## src/rtl/zoom_scheduler.sv

```systemverilog
// zoom_scheduler: sequences line-buffer reads for one frame and produces the
// zoomed pixel stream (1x pass-through, 2x replicate, 2x decimate).
// A 2-entry skid FIFO absorbs the 1-cycle buffer read latency. A read is only
// issued while FIFO occupancy plus reads still in flight stays below 2, so
// every read already launched always has a FIFO slot when it lands. The output
// register sits behind the FIFO and acts as the FIFO head for replication.
module zoom_scheduler #(
  parameter int IMG_W = 320,
  parameter int IMG_H = 240
) (
  input  logic       clk_in,
  input  logic       rst_in,
  input  logic       start_in,
  input  logic [1:0] mode_in,
  input  logic       line_ready_in,
  output logic       line_rd_en_out,
  output logic       line_rewind_out,
  output logic       line_release_out,
  input  logic [7:0] pixel_in,
  output logic [7:0] pixel_out,
  output logic       pixel_valid_out,
  input  logic       pixel_ready_in,
  output logic       busy_out,
  output logic       frame_done_out
);

  localparam int COL_W  = $clog2(IMG_W + 1);
  localparam int ROW_W  = $clog2(IMG_H + 1);
  localparam int BEAT_W = $clog2(2 * IMG_W + 1);

  localparam logic [COL_W-1:0]  RD_TOTAL    = COL_W'(IMG_W);
  localparam logic [COL_W-1:0]  COL_ONE     = COL_W'(1);
  localparam logic [ROW_W-1:0]  ROW_LAST    = ROW_W'(IMG_H - 1);
  localparam logic [ROW_W-1:0]  ROW_ONE     = ROW_W'(1);
  localparam logic [BEAT_W-1:0] BEAT_ONE    = BEAT_W'(1);
  localparam logic [BEAT_W-1:0] BEATS_1X_M1 = BEAT_W'(IMG_W - 1);
  localparam logic [BEAT_W-1:0] BEATS_ZI_M1 = BEAT_W'(2 * IMG_W - 1);
  localparam logic [BEAT_W-1:0] BEATS_ZO_M1 = BEAT_W'(IMG_W / 2 - 1);

  localparam logic [1:0] MODE_1X = 2'b00;
  localparam logic [1:0] MODE_ZI = 2'b01;
  localparam logic [1:0] MODE_ZO = 2'b10;

  typedef enum logic [2:0] {
    S_IDLE      = 3'd0,
    S_WAIT_LINE = 3'd1,
    S_RUN       = 3'd2,
    S_LINE_END  = 3'd3,
    S_DONE      = 3'd4
  } state_t;

  state_t            r_state;
  logic [1:0]        r_mode;
  logic [ROW_W-1:0]  r_row;
  logic [COL_W-1:0]  r_rd_cnt;
  logic [BEAT_W-1:0] r_out_cnt;
  logic              r_pass;
  logic              r_beats_done;
  logic              r_rd_keep;   // keep flag travelling with line_rd_en_out
  logic              r_rd_d;      // pixel_in carries read data this cycle
  logic              r_keep_d;    // that data is to be kept (not decimated)
  logic              r_rep;       // zoom-in: current output already accepted once
  logic [7:0]        r_fifo_mem [2];
  logic              r_wr_ptr;
  logic              r_rd_ptr;
  logic [1:0]        r_fifo_cnt;

  logic              w_zin;
  logic              w_zout;
  logic              w_in_valid;
  logic              w_accept;
  logic              w_out_free;
  logic              w_load;
  logic              w_pop;
  logic              w_push;
  logic [7:0]        w_load_data;
  logic [1:0]        w_cnt_next;
  logic              w_issue;
  logic [BEAT_W-1:0] w_beats_m1;
  logic              w_last_beat;
  logic              w_pass_done;

  // Datapath steering: FIFO push/pop, output load, read issue and pass end.
  always_comb begin
    w_zin       = (r_mode == MODE_ZI);
    w_zout      = (r_mode == MODE_ZO);
    w_in_valid  = r_rd_d && r_keep_d;
    w_accept    = pixel_valid_out && pixel_ready_in;
    w_out_free  = !pixel_valid_out || (pixel_ready_in && (!w_zin || r_rep));
    w_load      = w_out_free && ((r_fifo_cnt != 2'd0) || w_in_valid);
    w_pop       = w_load && (r_fifo_cnt != 2'd0);
    w_push      = w_in_valid && !(w_load && (r_fifo_cnt == 2'd0));
    w_load_data = (r_fifo_cnt != 2'd0) ? r_fifo_mem[r_rd_ptr] : pixel_in;
    w_cnt_next  = 2'(r_fifo_cnt + {1'b0, w_push} - {1'b0, w_pop});
    w_issue     = (r_state == S_RUN) && (r_rd_cnt < RD_TOTAL) &&
                  (({1'b0, w_cnt_next} + {2'b00, line_rd_en_out}) < 3'd2);
    case (r_mode)
      MODE_ZI: w_beats_m1 = BEATS_ZI_M1;
      MODE_ZO: w_beats_m1 = BEATS_ZO_M1;
      default: w_beats_m1 = BEATS_1X_M1;
    endcase
    w_last_beat = (r_state == S_RUN) && w_accept && (r_out_cnt == w_beats_m1);
    w_pass_done = (r_beats_done || w_last_beat) && (r_rd_cnt == RD_TOTAL);
  end

  // Frame sequencer: state, counters and the registered control outputs.
  always_ff @(posedge clk_in) begin
    if (rst_in) begin
      r_state          <= S_IDLE;
      r_mode           <= MODE_1X;
      r_row            <= '0;
      r_rd_cnt         <= '0;
      r_out_cnt        <= '0;
      r_pass           <= 1'b0;
      r_beats_done     <= 1'b0;
      r_rd_keep        <= 1'b0;
      line_rd_en_out   <= 1'b0;
      line_rewind_out  <= 1'b0;
      line_release_out <= 1'b0;
      busy_out         <= 1'b0;
      frame_done_out   <= 1'b0;
    end else begin
      line_rewind_out  <= 1'b0;
      line_release_out <= 1'b0;
      frame_done_out   <= 1'b0;
      line_rd_en_out   <= w_issue;
      r_rd_keep        <= w_issue && (!w_zout || !r_rd_cnt[0]);
      if (w_issue) begin
        r_rd_cnt <= r_rd_cnt + COL_ONE;
      end
      if ((r_state == S_RUN) && w_accept) begin
        r_out_cnt <= r_out_cnt + BEAT_ONE;
      end
      if (w_last_beat) begin
        r_beats_done <= 1'b1;
      end
      case (r_state)
        S_IDLE: begin
          busy_out <= 1'b0;
          if (start_in) begin
            r_mode       <= (mode_in == 2'b11) ? MODE_1X : mode_in;
            r_row        <= '0;
            r_rd_cnt     <= '0;
            r_out_cnt    <= '0;
            r_pass       <= 1'b0;
            r_beats_done <= 1'b0;
            busy_out     <= 1'b1;
            r_state      <= S_WAIT_LINE;
          end
        end
        S_WAIT_LINE: begin
          if (line_ready_in) begin
            if (w_zout && r_row[0]) begin
              // Decimated row: drop the whole line without reading it.
              line_release_out <= 1'b1;
              r_row            <= r_row + ROW_ONE;
              if (r_row == ROW_LAST) begin
                r_state <= S_DONE;
              end
            end else begin
              r_rd_cnt     <= '0;
              r_out_cnt    <= '0;
              r_beats_done <= 1'b0;
              r_state      <= S_RUN;
            end
          end
        end
        S_RUN: begin
          if (w_pass_done) begin
            r_state <= S_LINE_END;
          end
        end
        S_LINE_END: begin
          if (w_zin && !r_pass) begin
            // Second pass of a replicated line reuses the same buffer line.
            line_rewind_out <= 1'b1;
            r_pass          <= 1'b1;
            r_rd_cnt        <= '0;
            r_out_cnt       <= '0;
            r_beats_done    <= 1'b0;
            r_state         <= S_RUN;
          end else begin
            line_release_out <= 1'b1;
            r_row            <= r_row + ROW_ONE;
            r_pass           <= 1'b0;
            r_state          <= (r_row == ROW_LAST) ? S_DONE : S_WAIT_LINE;
          end
        end
        S_DONE: begin
          frame_done_out <= 1'b1;
          busy_out       <= 1'b0;
          r_state        <= S_IDLE;
        end
        default: begin
          r_state <= S_IDLE;
        end
      endcase
    end
  end

  // Skid FIFO and output register; in-flight read data is tracked here too.
  always_ff @(posedge clk_in) begin
    if (rst_in) begin
      r_rd_d          <= 1'b0;
      r_keep_d        <= 1'b0;
      r_fifo_mem[0]   <= 8'd0;
      r_fifo_mem[1]   <= 8'd0;
      r_wr_ptr        <= 1'b0;
      r_rd_ptr        <= 1'b0;
      r_fifo_cnt      <= 2'd0;
      r_rep           <= 1'b0;
      pixel_out       <= 8'd0;
      pixel_valid_out <= 1'b0;
    end else begin
      r_rd_d     <= line_rd_en_out;
      r_keep_d   <= r_rd_keep;
      r_fifo_cnt <= w_cnt_next;
      if (w_push) begin
        r_fifo_mem[r_wr_ptr] <= pixel_in;
        r_wr_ptr             <= ~r_wr_ptr;
      end
      if (w_pop) begin
        r_rd_ptr <= ~r_rd_ptr;
      end
      if (w_load) begin
        pixel_out       <= w_load_data;
        pixel_valid_out <= 1'b1;
        r_rep           <= 1'b0;
      end else if (w_accept) begin
        if (w_zin && !r_rep) begin
          r_rep <= 1'b1;
        end else begin
          pixel_valid_out <= 1'b0;
          r_rep           <= 1'b0;
        end
      end
    end
  end

endmodule

```

## config.mk

```make
export PLATFORM = sky130hd
export DESIGN_NAME = zoom_scheduler
export DESIGN_NICKNAME = d
export VERILOG_FILES = /design/src/rtl/zoom_scheduler.sv
export SDC_FILE = /design/constraint.sdc
export NUM_CORES = 1
export LEC_CHECK = 0
export BUFFER_PORTS_ARGS = -buffer_cell sky130_fd_sc_hd__buf_4
export CAP_MARGIN = 5
export CORE_UTILIZATION = 40
export DETAILED_ROUTE_END_ITERATION = 8
export GPL_ROUTABILITY_DRIVEN = 0
export MAX_ROUTING_LAYER = met4
export PLACE_DENSITY = 0.67
export REMOVE_ABC_BUFFERS = 1
export SETUP_SLACK_MARGIN = 0.1
export SLEW_MARGIN = 0
export SYNTH_ARGS = -nofsm -noshare
export SYNTH_HDL_FRONTEND = slang
export SYNTH_SLANG_ARGS = --single-unit
```

## constraint.sdc

```tcl
create_clock -name clk_in -period 3.3 [get_ports clk_in]
set_input_delay 0.33 -clock clk_in [delete_from_list [all_inputs] [get_ports clk_in]]
set_output_delay 0.33 -clock clk_in [all_outputs]
set_load 0.02 [all_outputs]
```

==> results of run 1 <==
## area by class of cell
type | count | share of cell area
Clock buffer | 9 | 0.0321
Clock inverter | 7 | 0.0185
Multi-Input combinational cell | 253 | 0.433
Timing Repair Buffer | 28 | 0.0545
Tap cell | 105 | 0.0340
Sequential cell | 73 | 0.420
Inverter | 8 | 0.00778
## metrics by stage
stage               hold WS (ns)  std cells  area (um^2)   util  setup WS (ns)
floorplan                  0.399        334         3320      -          0.656
CTS                        0.249        483         3860  0.469          0.355
finish                     0.274        483         3860  0.470          0.495
global route               0.250        483         3860  0.470          0.196
global placement           0.420        467         3660  0.446          0.492
detailed placement         0.425        467         3660  0.446          0.375
## cell families after synthesis
| logic type | after synthesis |
|---|---|
| buffers and inverters | 21 |
| flip-flops | 73 |
| adder cells (fa/ha/maj) | 10 |
| AND/OR/NAND/NOR | 160 |
| XOR/XNOR | 25 |
| AO/OA/AOI/OAI | 48 |
| multiplexers | 10 |
## cell usage after synthesis, types with 2 or more instances
cell	instances
buf_6	2
xnor2_1	13
or3b_1	2
nor4b_1	2
and3_1	2
a211oi_1	3
clkbuf_1	7
nor2_1	44
a211o_1	2
or2_2	2
a21oi_1	14
o211ai_1	8
buf_2	2
o21ai_0	6
nor3_1	8
nand4_1	2
nand3_1	12
nor4_1	4
mux2i_1	10
o221a_2	2
and2_1	17
nor2b_1	6
edfxtp_1	16
nand2_1	36
nand3b_1	4
dfxtp_1	57
a21o_1	2
inv_1	8
ha_1	10
xor2_1	11
nand2b_1	6
## worst min-delay path by stage
| stage | start | depth (start not counted) | end |
|---|---|---|---|
| 3_3_place_gp | r_rd_keep | 1 | r_keep_d |
| 4_1_cts | mode_in[0] | 3 | r_mode[1] |
| 5_1_grt | mode_in[0] | 3 | r_mode[1] |
| 3_5_place_dp | r_rd_keep | 1 | r_keep_d |
| 6_report | mode_in[0] | 3 | r_mode[1] |
| 2_1_floorplan | rst_in | 1 | busy_out |
## layer usage
metal,track usage,vias up
met1,0.198,1151
met5,-,-
li1,-,1249
met2,0.254,38
met4,0.0462,0
met3,0.0615,6
## sequential cells by signal (all words and copies together) (netlist names), 2 cells and up, named ones only
| register | cells |
|---|---|
| r_out_cnt | 10 |
| r_fifo_mem | 16 |
| r_rd_cnt | 9 |
| pixel_out | 8 |
| r_state | 3 |
| r_row | 8 |
| r_fifo_cnt | 2 |
| r_mode | 2 |
## tightest hold or removal path, stage by stage
cell and delay (ns):
buf_4 0.09, nand3b_1 0.10, a21oi_1 0.06
## report_power, final
part	internal [mW]	switching (mW)
combinational	0.298	0.427
clock	0.347	0.345
sequential	1.00	0.0936
total	1.65	0.866
## timing repair
item | in CTS | in global routing
buffers inserted | 0 | 0
setup endpoints to repair | 0 | 1
hold buffers | 0 | 0
resized for setup | 0 | 1
==> flow_metrics.tcl, run 1 <==
set metrics [dict create \
    vdd_ir_drop_max_mv 0.352 \
    critical_path_class "flip-flop to flip-flop" \
    synth_edf_count 16 \
    muxShareOfSynthArea 0.0295 \
    n_antenna_cell 0 \
    path_buf_inv 2 \
    dieArea_um2 8850 \
    hold_violations 0 \
    finalWirelength_um 6390 \
    p_total_mw 2.52 \
    drt_first_pass_iters 6 \
    synth_area_um2 3390 \
    synth_fa_ha_area_frac 0.0369 \
    yosysUniqueCellTypes 58 \
    synth_top_family_by_area "simple AND/OR/NAND/NOR gates" \
    die_x_um 94.1 \
    tritoncts "done" \
    crit_start "r_mode[1]" \
    crit_path_start_kind "flip-flop" \
    ant_nets 0 \
    synth-xor-area-share 0.0687 \
    dr.max_layer_used "met4" \
    ys_ff_latch 73 \
    layout-drive-gt1-share 0.167 \
    wl_met2_um 2980 \
    status "finished, final reports clean" \
    vias_per_cell 5.06 \
    rr_worst_depth 13 \
    r2r-end "r_rd_cnt[7]" \
    grt_max_degree 39 \
    cts_root_buffer "clkbuf_8" \
    path_max_fanout 10 \
    grt_pass1_vias 2283 \
    vias 2444 \
    cts_buffer_depth 2 \
    syn_inst 347 \
    fill_cells 759 \
    clock_latency_ns 0.35 \
    drv_slew 0 \
    clk_pin_slew_ns 0.07 \
    grtUsageTotal 0.163 \
    reg2reg_slack_ns 0.50 \
    synth_compound_area_frac 0.102 \
    cts_made_buffers 9 \
    slew_headroom 0.421 \
    cts_sinks 73 \
    seq_area_frac_synth 0.478 \
    maxCapViolations 0 \
    synth.largest_area_cell "dfxtp_1" \
    worstPathArrival_ns 3.02 \
    htree_levels 3 \
    max_freq_mhz 357 \
    area_growth_pct 13.9 \
    dpl.hpwl_um 4500 \
    core_um2 8220 \
    io_buffer_count 28 \
    rsz0062_at_grt "false" \
    fin_skew_ns 0.0126 \
    cp_top_family "simple AND/OR/NAND/NOR gates" \
    fin_crit_ns 2.80 \
    regToRegStartpoint "r_mode[1]" \
    powerDensity_nw_per_um2 652 \
    start_util 0.413 \
    wl_met3_um 276 \
    final_cell_mix "dfxtp_1, nor2_1, nand2_1, buf_4, and2_1" \
    setup_viol 0 \
    fin_crit_sh 0.850 \
    cp_num_cells 13 \
    io_pins 29 \
    worst_path_largest_cell_delay_ns 0.39 \
    end_kind "flip-flop" \
    cpMostUsedCell "ha_1" \
    multi_input_area_um2 1670 \
    grt_pass1_wl_um 10600 \
    layout.nets 398 \
    worst_pin_slew_ns 0.869 \
    ys_top_cells_by_area "dfxtp_1, edfxtp_1, nor2_1" \
    antenna_found_initial 0 \
    wire_per_inst_um 13.2 \
    drt_iter0_drc 64 \
    crit_chain "inv_1 -> ha_1 -> nand2b_1 -> a21boi_2 -> o21bai_2 -> ha_1 -> inv_1 -> ha_1 -> xnor3_1 -> nand4_2 -> nor4_1 -> xnor2_1 -> nor2_1" \
    die_h_um 94.1 \
    crit_required_ns 3.51 \
    synth_flop_cell "dfxtp_1" \
    seq_area_um2 1620 \
    drt-met1-wl_um 3080 \
    drc_errors 0 \
    synth_top_area_frac 0.337 \
    avgSynthCellArea_um2 9.77 \
    critPathCapture "r_rd_cnt[7]" \
    final_common_cell "dfxtp_1" \
    fin_tns_setup_ns 0 \
    async_reset_ff_frac 0 \
    yosys_warnings 0 \
    leakagePower_nw 1.41 \
    synthSimpleGateAreaFrac 0.255 \
    num_rows 33 \
    gr-total-overflow 0 \
    hold_class "input port to flip-flop" \
    cp_slowest_cell "nor4_1" \
]
(Power assumes the default switching activity.)
==> run 2, diff against run 1 <==
==> constraint.sdc (replaced) <==
create_clock -name clk_in -period 2.7 [get_ports clk_in]
set_input_delay 0.27 -clock clk_in [delete_from_list [all_inputs] [get_ports clk_in]]
set_output_delay 0.27 -clock clk_in [all_outputs]
set_load 0.02 [all_outputs]
==> run 2 against run 1 <==
Compared with the run above:
- combinational power is 30% higher
- sequential cell count unchanged
- maximum frequency up 14%
- routed wire length rose by 1.4%
- cell count is 2.3% higher
- sequential power increased by 22%
==> flow_metrics.tcl, run 2 (same netlist as run 1, synthesis figures left out) <==
set metrics [dict create \
    netSwitchingFraction 0.330 \
    vias 2501 \
    vias_per_cell 5.06 \
    io_buffer_count 28 \
    cts_buffer_depth 2 \
    powerDensity_nw_per_um2 802 \
    hold_violations 0 \
    hold_depth 2 \
    clk_pin_slew_ns 0.08 \
    fin_crit_sh 0.908 \
    hold_class "input port to flip-flop" \
    regToRegStartpoint "r_mode[1]" \
    status "finished, final reports clean" \
    n_antenna_cell 0 \
    postCtsSetupRepairBufs 0 \
    fin_crit_ns 2.45 \
    fin_hold_ws_ns 0.217 \
    worst_path_largest_cell_delay_ns 0.32 \
    worstHoldStart "pixel_in[1]" \
    finalWirelength_um 6470 \
    maxCapViolations 0 \
    combPwrFrac 0.293 \
    r2r-end "r_rd_cnt[7]" \
    multi_input_area_um2 1720 \
    clock_latency_ns 0.34 \
    dp_cells 478 \
    worst_pin_slew_ns 0.662 \
    crit_path_start_kind "flip-flop" \
    critical_path_class "flip-flop to flip-flop" \
    rr_worst_depth 13 \
    path_max_fanout 7 \
    layout-drive-gt1-share 0.208 \
    fin_tns_setup_ns 0 \
    grt_pass1_vias 2368 \
    num_rows 33 \
    grt_pass1_wl_um 11000 \
    cp_slowest_cell "dfxtp_1" \
    slew_headroom 0.547 \
    seq_area_um2 1620 \
    max_freq_mhz 408 \
    stdcell_count 494 \
    cts_hold_buf 0 \
    rsz0062_at_grt "false" \
    crit_required_ns 2.94 \
    min_to "r_fifo_mem[0][1]" \
    area_growth_pct 18.6 \
    core_um2 8220 \
    cpMostUsedCell "ha_1" \
    htree_levels 3 \
    postLayoutCoreUtil 0.489 \
    die_x_um 94.1 \
    cts_root_buffer "clkbuf_8" \
    largest_register "r_fifo_mem" \
    path_buf_inv 2 \
    leakagePower_nw 1.50 \
    end_kind "flip-flop" \
    dpl.hpwl_um 4450 \
    drc_errors 0 \
    pre_cts_slack_ns 0.0542 \
    cp_top_family "adder cells" \
    drv_slew 0 \
    final_common_cell "dfxtp_1" \
    seqPwrFrac 0.415 \
    p_sw_mw 1.07 \
    setup_viol 0 \
    antenna_found_initial 0 \
    p_int_mw 2.16 \
    vdd_ir_drop_max_mv 0.270 \
    crit_chain "inv_2 -> ha_2 -> nand2b_4 -> a21boi_4 -> o21bai_2 -> ha_1 -> inv_1 -> ha_1 -> xnor3_1 -> nand4_4 -> nor4_4 -> xnor2_1 -> nor2_1" \
    wire_per_inst_um 13.1 \
    drt_first_pass_iters 4 \
    ant_nets 0 \
    reg2reg_slack_ns 0.25 \
    grtUsageTotal 0.165 \
    tritoncts "done" \
    cts_made_buffers 9 \
    cts_sinks 73 \
    start_util 0.413 \
    die_h_um 94.1 \
    fin_skew_ns 0.00937 \
    io_pins 29 \
    dieArea_um2 8850 \
    final_cell_mix "dfxtp_1, nor2_1, buf_4, nand2_1, and2_1" \
    drt_iter0_drc 91 \
    power.share.clock 0.292 \
    worst_slack_ns 0.247 \
    fill_cells 746 \
    grt_max_degree 39 \
    largest_registers "r_fifo_mem (16), r_out_cnt (10), r_rd_cnt (9)" \
    layout.nets 409 \
    largest_register_ffs 16 \
    gr-total-overflow 0 \
    worstPathArrival_ns 2.69 \
]
==> run 2: cell count changes in the layout (fill, tap and decap cells not counted), sizes merged <==
cell | before | now
clkinvlp | 3 | 1
buf | 28 | 39
clkinv | 3 | 4
bufinv | 1 | 2
==> run 2: cell type report <==
class | instances | area share
clock buffer | 9 | 0.0308
clock inverter | 7 | 0.0236
inverter | 8 | 0.00747
multi-input combinational | 253 | 0.428
sequential | 73 | 0.403
tap | 105 | 0.0327
timing repair buffer | 39 | 0.0737
==> run 2: repair_timing <==
| item | in CTS | in global routing |
|---|---|---|
| pin swaps | 0 | 1 |
| setup endpoints to repair | 4 | 6 |
| resized for setup | 2 | 10 |
==> run 2: worst max path at each step <==
stage	start	to	slack, ns	cells after the start
finish	r_mode[1]	r_rd_cnt[7]	0.25	13
global route	r_mode[1]	r_rd_cnt[3]	0.11	14
CTS	r_mode[1]	r_rd_cnt[6]	0.13	13
detailed placement	r_mode[1]	r_rd_cnt[7]	0.05	13
global placement	r_mode[1]	r_rd_cnt[7]	0.14	13
floorplan	r_mode[1]	r_rd_cnt[7]	0.06	13
==> run 2: power groups by stage <==
stage | registers, mW | clock network (mW) | logic (mW)
CTS | 1.34 | 0.961 | 0.937
global placement | 1.36 | 0 | 0.914
global route | 1.36 | 1.01 | 1.07
finish | 1.34 | 0.941 | 0.945
detailed placement | 1.37 | 0 | 0.928
floorplan | 1.41 | 0 | 0.565
==> run 2: per-stage QoR <==
stage	instance area [um^2]	total power [mW]
after floorplan	3320	1.97
after global placement	3740	2.28
after detailed placement	3740	2.29
after CTS	3970	3.24
after global routing	4020	3.44
final	4020	3.23
==> run 2: worst reg2reg max path, stage by stage, from the launching register on <==
cell and delay, ns:
dfxtp_1 0.32, inv_2 0.06, ha_2 0.21, nand2b_4 0.07, a21boi_4 0.16, o21bai_2 0.10, ha_1 0.28, inv_1 0.04
ha_1 0.18, xnor3_1 0.27, nand4_4 0.17, nor4_4 0.30, xnor2_1 0.14, nor2_1 0.05
==> run 2: layer usage <==
metal	track usage	wire [um]	part of all wire	vias up
li1	-	-	-	1275
met1	0.214	3120	0.48	1166
met2	0.244	3020	0.47	47
met3	0.0356	241	0.037	13
met4	0.0821	97	0.015	0
met5	-	0	0	-
==> run 3, diff against run 2 <==
--- a/config.mk
+++ b/config.mk
@@ -5,6 +5,7 @@
 export SDC_FILE = /design/constraint.sdc
 export NUM_CORES = 1
 export LEC_CHECK = 0
+export ABC_AREA = 1
 export BUFFER_PORTS_ARGS = -buffer_cell sky130_fd_sc_hd__buf_4
 export CAP_MARGIN = 5
 export CORE_UTILIZATION = 40
==> run 3 against run 2 <==
Compared with the run above:
- register-to-register slack worse by 0.14 ns
- global-route usage is 1.8 points higher
- critical path depth increased by 4
- die area up 3.7%
==> flow_metrics.tcl, run 3 <==
set metrics [dict create \
    fin_crit_ns 2.60 \
    wl_met3_um 279 \
    p_total_mw 3.76 \
    syn_inst 436 \
    n_antenna_cell 0 \
    yosysMostFrequentCell "nand2_1" \
    die_x_um 95.8 \
    ant_nets 0 \
    ys_top_cells_by_area "dfxtp_1, edfxtp_1, nand2_1" \
    seq_area_frac_synth 0.461 \
    cp_num_cells 17 \
    grt_pass1_vias 2811 \
    antenna_found_initial 0 \
    end_kind "flip-flop" \
    critical_path_class "flip-flop to flip-flop" \
    synth_common_cells "nand2_1, nor2_1, inv_1, dfxtp_1, a21oi_1" \
    synth.largest_area_cell "dfxtp_1" \
    tritoncts "done" \
    setup_viol 0 \
    synth_edf_count 16 \
    wire_per_inst_um 12.5 \
    final_common_cell "nand2_1" \
    ys_ff_latch 73 \
    powerDensity_nw_per_um2 889 \
    vias 2941 \
    postLayoutCoreUtil 0.507 \
    drt_iter0_drc 101 \
    cts_sinks 73 \
    final_cell_mix "nand2_1, nor2_1, inv_1, dfxtp_1, buf_4" \
    worst_pin_slew_ns 0.531 \
    start_util 0.422 \
    fill_cells 816 \
    layout.nets 506 \
    io_buffer_count 28 \
    design_area_um2 4230 \
    status "finished, final reports clean" \
    slew_headroom 0.644 \
    cts_root_buffer "clkbuf_8" \
    leakagePower_nw 1.75 \
    grt_max_degree 18 \
    vdd_ir_drop_max_mv 0.499 \
    hold_depth 2 \
    clk_pin_slew_ns 0.08 \
    crit_required_ns 2.94 \
    num_rows 33 \
    drc_errors 0 \
    maxCapViolations 0 \
    stdcell_count 591 \
    rsz0062_at_grt "true" \
    grtUsageTotal 0.183 \
    rr_worst_depth 17 \
    layout-drive-gt1-share 0.241 \
    cp_slowest_cell "dfxtp_2" \
    cts_hold_buf 0 \
    worstPathArrival_ns 2.83 \
    area_growth_pct 20.3 \
    crit_chain "inv_2 -> ha_4 -> inv_2 -> or2_1 -> nand2_1 -> nand2_2 -> o21ai_2 -> o21ai_2 -> ha_1 -> inv_2 -> ha_4 -> xnor2_4 -> xor2_2 -> nand2_4 -> nor2_4 -> xor2_1 -> nor2_1" \
    yosysUniqueCellTypes 42 \
    die_h_um 95.8 \
    dr.max_layer_used "met4" \
    yosys_warnings 0 \
    placed_area_um2 3850 \
    dpl.hpwl_um 4960 \
    finalWirelength_um 7370 \
    drt_first_pass_iters 5 \
    htree_levels 3 \
    gr-total-overflow 0 \
    synth_top_area_frac 0.325 \
    dieArea_um2 9170 \
    io_pins 29 \
    hold_violations 0 \
    fin_crit_sh 0.961 \
    worst_path_largest_cell_delay_ns 0.33 \
    hold_class "input port to flip-flop" \
    drt-met1-wl_um 3390 \
    crit_path_start_kind "flip-flop" \
    max_freq_mhz 385 \
    clock_latency_ns 0.36 \
    reg2reg_slack_ns 0.10 \
    wl_met2_um 3600 \
    cts_buffer_depth 2 \
    avgSynthCellArea_um2 8.06 \
    cpMostUsedCell "inv_2" \
    path_buf_inv 3 \
    core_um2 8340 \
    largest_registers "r_fifo_mem (16), r_out_cnt (10), r_rd_cnt (9)" \
    largest_register_ffs 16 \
    path_max_fanout 5 \
    async_reset_ff_frac 0 \
    largest_register "r_fifo_mem" \
    vias_per_cell 4.98 \
    synth_flop_cell "dfxtp_1" \
    synth_area_um2 3520 \
    drv_slew 0 \
    cts_made_buffers 9 \
    cp_top_family "simple AND/OR/NAND/NOR gates" \
    fin_skew_ns 0.0145 \
    grt_pass1_wl_um 12500 \
    dp_cells 566 \
]
-- run 3: cell types whose count changed in the layout (fill, tap and decap cells not counted), sizes merged, moves of 11 or more --
| cell | previous run | this run |
|---|---|---|
| inv | 8 | 69 |
| nand2 | 36 | 79 |
| nor2 | 45 | 76 |
| and2 | 17 | 0 |
| o21ai | 6 | 18 |
| nand3 | 12 | 23 |
| xnor2 | 13 | 2 |
-- run 3: cell families (layout without fill, tap and decap cells) --
kind of cell | count (synthesis) | count (layout) | share of synthesized area
buffers and inverters | 77 | 127 | 0.0872
adders and majority gates | 10 | 10 | 0.0356
and+or+nand+nor | 196 | 196 | 0.265
DFF | 73 | 73 | 0.461
AOI/OAI and AO/OA | 67 | 67 | 0.118
xor gates and xnor gates | 13 | 13 | 0.0324
-- run 3: area by class of cell --
type                            instances  area (um^2)  area share
Clock buffer                            9          124      0.0293
Clock inverter                          7         78.8      0.0186
Inverter                               69          264      0.0624
Timing Repair Buffer                   42          319      0.0754
Multi-Input combinational cell        286         1690       0.399
Sequential cell                        73         1620       0.384
Tap cell                              105          131      0.0311
-- run 3: per-layer routing --
| layer | global-route usage | vias up |
|---|---|---|
| met5 | - | - |
| met4 | 0.0672 | 0 |
| met3 | 0.0490 | 7 |
| met2 | 0.307 | 52 |
| met1 | 0.211 | 1382 |
| li1 | - | 1500 |
-- run 3: worst reg2reg max path: cells and delay by family (launching register included) --
| family | cells | cell delay (ns) |
|---|---|---|
| simple gates | 6 | 0.68 |
| compound gates | 2 | 0.18 |
| flops | 1 | 0.33 |
| buf+inv | 3 | 0.14 |
| fa+ha+maj | 3 | 0.59 |
| xor+xnor | 3 | 0.56 |
-- run 3: timing repair --
item                                   4_1_cts  5_1_grt
pin swaps                                    8       10
gates resized for setup                     14       15
endpoints found under the hold margin        0        0
setup endpoints to repair                   10       11
buffers inserted                             7        2
-- run 3: where the power goes --
group,internal [mW],switching (mW),total (mW)
registers,1.27,0.131,1.40
clock network,0.435,0.449,0.883
logic,0.537,0.942,1.48
total,2.24,1.52,3.76
-- run 3: stage by stage --
step | hold slack (ns) | TNS (ns) | worst slack, ns
after global routing | 0.117 | -0.190 | -0.0888
after floorplan | 0.339 | 0 | 0.136
after detailed placement | 0.393 | -0.0708 | -0.0276
final | 0.131 | 0 | 0.104
after global placement | 0.395 | 0 | 0.0672
after CTS | 0.106 | 0 | 0.0614
-- run 3: path summary, 6_finish.rpt --
kind                  to       start
max reg2reg  r_rd_cnt[2]   r_mode[1]
min reg2reg     r_keep_d   r_rd_keep
min            r_mode[0]  mode_in[1]
max          r_rd_cnt[2]   r_mode[1]
